File: config.mk
export PLATFORM = sky130hd
export DESIGN_NAME = pipe_stall_ctrl
export DESIGN_NICKNAME = d
export VERILOG_FILES = /design/src/rtl/pipe_stall_ctrl.sv
export SDC_FILE = /design/constraint.sdc
export NUM_CORES = 1
export LEC_CHECK = 0
export ABC_AREA = 1
export CORE_MARGIN = 2
export CORE_UTILIZATION = 44
export DETAILED_ROUTE_END_ITERATION = 10
export GPL_ROUTABILITY_DRIVEN = 0
export GPL_TIMING_DRIVEN = 0
export PLACE_DENSITY = 0.92
export SLEW_MARGIN = 25
export SYNTH_ARGS = -nofsm -noshare
export SYNTH_HDL_FRONTEND = slang
export SYNTH_SLANG_ARGS = --single-unit
File: constraint.sdc
create_clock -name clk -period 1.64 [get_ports clk]
set_input_delay 0.328 -clock clk [delete_from_list [all_inputs] [get_ports clk]]
set_output_delay 0.328 -clock clk [all_outputs]
set_load 0.005 [all_outputs]
File: src/rtl/pipe_stall_ctrl.sv
// ============================================================================
// pipe_stall_ctrl
// ----------------------------------------------------------------------------
// Front-end pipeline sequencer. Holds the fetch PC and the F->D, D->E and
// E->M instruction/PC registers. It applies the hazard unit's stall decision
// in three ways on a stalled cycle:
//   - F and D are frozen.
//   - A NOP bubble is injected into E.
//   - E->M still advances.
// Branch/jump redirects resolved in D are applied with MIPS delay-slot
// semantics, so the instruction behind the branch is never flushed.
//
// Configuration macro:
//   PIPE_STALL_CNT_EN - when defined, builds a saturating stall-cycle counter
//                       with a synchronous clear. When undefined, stall_cnt is
//                       tied to 0 and cnt_clr is ignored.
//
// Ports:
//   clk         in   single clock, rising edge
//   rst_n       in   asynchronous active-low reset
//   stall       in   freeze request for the current cycle
//   instr_F     in   instruction fetched at pc_F
//   redirect_D  in   branch taken / jump in D
//   target_D    in   redirect target (bits [1:0] treated as 0)
//   cnt_clr     in   synchronous clear of stall_cnt
//   pc_F        out  fetch PC
//   ir_D, pc_D  out  D-stage instruction / PC
//   ir_E, pc_E  out  E-stage instruction / PC
//   ir_M, pc_M  out  M-stage instruction / PC
//   bubble_E    out  E holds an injected bubble
//   stall_cnt   out  saturating count of stalled cycles
// ============================================================================
module pipe_stall_ctrl #(
    parameter logic [31:0] RESET_PC = 32'h0000_3000,
    parameter int          CNT_W    = 32
) (
    input  logic             clk,
    input  logic             rst_n,
    input  logic             stall,
    input  logic [31:0]      instr_F,
    input  logic             redirect_D,
    input  logic [31:0]      target_D,
    input  logic             cnt_clr,
    output logic [31:0]      pc_F,
    output logic [31:0]      ir_D,
    output logic [31:0]      pc_D,
    output logic [31:0]      ir_E,
    output logic [31:0]      pc_E,
    output logic [31:0]      ir_M,
    output logic [31:0]      pc_M,
    output logic             bubble_E,
    output logic [CNT_W-1:0] stall_cnt
);

    logic [31:0] pcF_q, pcF_d;
    logic [31:0] irD_q, irD_d;
    logic [31:0] pcD_q, pcD_d;
    logic [31:0] irE_q, irE_d;
    logic [31:0] pcE_q, pcE_d;
    logic [31:0] irM_q, irM_d;
    logic [31:0] pcM_q, pcM_d;
    logic        bubbleE_q, bubbleE_d;

    // Next-state logic for the pipeline registers. A stall freezes F and D
    // and turns E into a NOP bubble. M always takes whatever E held, so a
    // bubble drains forward naturally. Redirects are ignored while stalled;
    // the branch is still in D and re-evaluates on the release cycle.
    always_comb begin
        pcF_d     = pcF_q;
        irD_d     = irD_q;
        pcD_d     = pcD_q;
        irE_d     = 32'h0;
        pcE_d     = 32'h0;
        bubbleE_d = 1'b1;
        irM_d     = irE_q;
        pcM_d     = pcE_q;
        if (!stall) begin
            // No flush on redirect: the delay-slot fetch still enters D.
            pcF_d     = redirect_D ? {target_D[31:2], 2'b00} : pcF_q + 32'd4;
            irD_d     = instr_F;
            pcD_d     = pcF_q;
            irE_d     = irD_q;
            pcE_d     = pcD_q;
            bubbleE_d = 1'b0;
        end
    end

    // Pipeline state registers with asynchronous reset to the boot PC.
    always_ff @(posedge clk or negedge rst_n) begin
        if (!rst_n) begin
            pcF_q     <= RESET_PC;
            irD_q     <= 32'h0;
            pcD_q     <= 32'h0;
            irE_q     <= 32'h0;
            pcE_q     <= 32'h0;
            irM_q     <= 32'h0;
            pcM_q     <= 32'h0;
            bubbleE_q <= 1'b0;
        end else begin
            pcF_q     <= pcF_d;
            irD_q     <= irD_d;
            pcD_q     <= pcD_d;
            irE_q     <= irE_d;
            pcE_q     <= pcE_d;
            irM_q     <= irM_d;
            pcM_q     <= pcM_d;
            bubbleE_q <= bubbleE_d;
        end
    end

    assign pc_F     = pcF_q;
    assign ir_D     = irD_q;
    assign pc_D     = pcD_q;
    assign ir_E     = irE_q;
    assign pc_E     = pcE_q;
    assign ir_M     = irM_q;
    assign pc_M     = pcM_q;
    assign bubble_E = bubbleE_q;

`ifdef PIPE_STALL_CNT_EN
    logic [CNT_W-1:0] stallCnt_q, stallCnt_d;
    logic             unusedBits;

    // Stall counter next state: clear has priority over counting, and the
    // count sticks at all-ones instead of wrapping.
    always_comb begin
        stallCnt_d = stallCnt_q;
        if (cnt_clr) begin
            stallCnt_d = '0;
        end else if (stall && !(&stallCnt_q)) begin
            stallCnt_d = stallCnt_q + 1'b1;
        end
    end

    // Stall counter register.
    always_ff @(posedge clk or negedge rst_n) begin
        if (!rst_n) begin
            stallCnt_q <= '0;
        end else begin
            stallCnt_q <= stallCnt_d;
        end
    end

    assign stall_cnt  = stallCnt_q;
    assign unusedBits = ^target_D[1:0];
`else
    logic unusedBits;

    assign stall_cnt  = '0;
    assign unusedBits = ^{target_D[1:0], cnt_clr};
`endif

endmodule

# Word level (Yosys, flattened, before mapping)
# Index checks and enable logic that the tools add are counted.
# W data, S select, Z words.
# classes
muxes	4
n_addsub	1
# ops
cell	n
$mux W32	3
$add A32 B3 Y32 const B	1
$mux W1	1
# word_totals
wordCells	13
regBits	225
input_bits	69
output_inout_bits	257

# Logic depth before layout (Yosys ltp)
# logic_depth
word_depth	2
ltp_mapped	10
depth_no_buf	10

# Least setup slack after synthesis
# No wires, ideal clock.
# synth_timing
kind	flip-flop to flip-flop
startpoint	register pcF_q[3] (netlist: pc_F[3])
endpoint	register pcF_q[22] (netlist: pc_F[22])
setup_ps	116
stages_incl_launch_ff	11
t_required_ps	1524
synth_period_minus_slack_ps	1439
n_path_buf	0
arrival_time_ps	1323
setup_slack_ps	201
cell_sequence	dfrtp_1 ha_1 nand2_2 nor2_4 nand2_4 nor2_4 nand2_1 nand2_1 nand3_1 nand2_1 nand2_1
# synth_via
elab_chain_len	2
# synth_lines
item	line_no	source
start: declaration	55	logic [31:0] pcF_q, pcF_d;
start signal: assignment	100	pcF_q <= pcF_d;
$add A32 B3 Y32	79	pcF_d = redirect_D ? {target_D[31:2], 2'b00} : pcF_q + 32'd4;
$mux W32	79	
# No other way between the ends.
# A chain may end at the register's enable or synchronous reset.

# Worst setup path after layout
# layout_timing
startpoint	register pcF_q[2] (netlist: pc_F[2])
endpoint	register pcF_q[20] (netlist: pc_F[20])
# Same word-level chain as after synthesis.

==> qor.yml <==
status: "finished, violations left"
violations: "setup timing"
yosys_warnings: 0
yosys.cell_count.top_type: "dfrtp_1"
hold_slack_ns: 0.310
rows: 50
avgRoutedWirePerCell_um: 18.6
die_area_sq_mm: 0.0203
numPortBuffers: 285
worstHoldPathType: "in -> reg"
placed_area_sq_mm: 0.0118
avgSynthCellArea_sq_um: 9.59
synthTopCellsByArea: "dfrtp_1 (64%), nand2_1 (8.2%), nor2_1 (5.7%)"
synth_top_family_by_area: "simple AND/OR/NAND/NOR gates"
ios: 326
drt_iter0_drc: 702
drive_gt1_share_pct: 16.7
die_w_um: 143
hold_viol_final: 0
required_ns: 2.03
fin_cells: 1529
peakVddDrop_v: 0.000671
min_from: "redirect_D"
muxShareOfSynthArea_pct: 0
chipHeight_um: 143
leakagePower_nw: 6.86
grt_busiest_layer: "met2"
drv_slew: 0
ant_nets: 0
timing.final.crit_share_pct: 101
grt_use_met3_pct: 5.75
synth_area_sq_mm: 0.00845
numCtsBuffers: 23
synth_compound_area_share_pct: 6.89
max_freq_ghz: 0.607
htree_levels: 1
dpl.cell_count: 1438
rsz0062_at_grt: "yes"
yosys.area.top_type_share_pct: 64.3
max_slew_margin_pct: 57.3
nNetsFinal: 1348
clk_pin_slew_worst_paths_ns: 0.06
yosys.area_share.simple_pct: 18.0
netlist_instances: 881
worstSetupPathType: "reg -> reg"
total_power_mw: 13.9
antenna_found_initial: 1
synth_xor_area_share_pct: 0
seq_area_frac_synth_pct: 64.9
synth-seq-cells: 219
yosys-top-cells-count: "dfrtp_1 (217), nand2_1 (185), nor2_1 (129)"
grt_overflow: 0
cts-root-buf: "clkbuf_16"
grt_max_degree: 90
final_area_sq_mm: 0.0128
gr-usage-met1_pct: 33.5
grt_pass1_wl_mm: 42.2
start_kind: "flip-flop"
post-dp-hpwl_mm: 19.6
fin_setup_tns_ns: -0.0102
r2r_slack_ns: -0.009
setup_violations: 2
tightest_slew_ns: 0.641
grt.total_usage_pct: 27.2
clk-insertion-delay-late_ns: 0.50
dr_total_vias: 7776
maxCapViolCount: 0
cts_sinks: 219
r2r_start: "pc_F[2]$_DFFE_PN0N_"
core_sq_mm: 0.0188
firstDrtPassIters: 6
power.density_mw_per_mm2: 1080
syn_to_final_growth_pct: 51.5
grt_pass1_vias: 7635
end_kind: "flip-flop"
synth_area_leader_cell: "dfrtp_1"
cp_data_arrival_time_ns: 2.04
worst_slack_ns: -0.00879
async_reset_ff_share_pct: 100
cts_tree: "built"
synth-main-ff-cell: "dfrtp_1"
yosys.cell_types.count: 27
initial_core_util_pct: 45.0
via_per_inst: 5.09
crit_fanout: 4
cts_buffer_depth: 3
drc_errors: 0
grt_use_met2_pct: 46.1
wl_mm: 28.5
fin_skew_ns: 0.0125
startpoint: "pc_F[2]$_DFFE_PN0N_"
synth-edff-count: 0
period_needed_ns: 1.65
synth_adder_area_share_pct: 0.148
==> worst paths after layout <==
kind,endpoint,depth (start not counted)
hold reg to reg,pc_M[2]$_DFF_PN0_,0
min in group asynchronous,ir_E[4]$_DFF_PN0_,2
setup reg to reg,pc_F[20]$_DFFE_PN0N_,10
setup / recovery,pc_F[20]$_DFFE_PN0N_,10
max in group asynchronous,pc_F[4]$_DFFE_PN0N_,4
hold / removal,pc_F[12]$_DFFE_PN1N_,5
==> where the power goes <==
| part | internal [mW] | switching (mW) |
|---|---|---|
| logic | 1.18 | 1.40 |
| registers | 5.93 | 0.301 |
| clock network | 2.89 | 2.14 |
| total | 10.0 | 3.85 |
==> registers in the layout, indices dropped and copies added (netlist names) <==
| name | flops |
|---|---|
| bubble_E | 1 |
| ir_D | 32 |
| ir_E | 32 |
| ir_M | 32 |
| pc_D | 30 |
| pc_E | 31 |
| pc_F | 30 |
| pc_M | 31 |
==> area by class of cell <==
type                       count  area (sq um)
clock buffer                  30           672
antenna                        1          2.50
clock inverter                11          71.3
multi-input combinational    522          2380
tap                          234           293
buffer                        70           465
inverter                     106           398
fill                        1370          5970
timing repair buffer         336          3020
sequential                   219          5500
==> metal layers <==
layer / up-vias / wire (um)
met2: 495 / 14100
met4: 2 / 1410
li1: 3446 / -
met1: 3716 / 10500
met5: - / 20
met3: 117 / 2430
==> cells in the final DEF (no fill, tap or decap), drive strengths merged, types with 5 or more instances in the layout <==
cell,instances
nor2,140
inv,107
clkinv,5
nand2,193
conb,37
o22ai,9
a21oi,21
dlygate4sd2,214
clkdlybuf4s50,63
buf,109
nand3,33
o21ai,81
clkbuf,45
dfrtp,217
clkinvlp,5
==> through the flow <==
step           worst slack (ns)  util [%]
2_1_floorplan             0.201         -
3_3_place_gp              -8.49      62.5
3_5_place_dp             -0.559      62.8
4_1_cts                0.000620      67.2
5_1_grt                 -0.0585      68.2
6_report               -0.00879      68.2
==> critical path: stages (launching register included) <==
cell and delay, ns:
dfrtp_1 0.38, buf_6 0.12, ha_4 0.14, nand2_4 0.07, nor2_4 0.17, buf_4 0.16
nand3_4 0.10, o21ai_2 0.17, nand3_1 0.11, nand2_1 0.07, nand2_1 0.05
==> what timing repair did <==
action                                  CTS  global route
hold buffers                              1             0
hold endpoints to repair                 80             0
pin swaps                                 4            14
gates resized for setup                 247            54
endpoints found under the setup margin  258           141
setup buffers                            41             7
==> cells by family after synthesis <==
logic type,Yosys count
other,1
adders and majority gates,1
buffers and inverters,176
AOI/OAI and AO/OA,113
and+or+nand+nor,371
DFF,219
No activity file was read; power rests on OpenSTA's default activity.
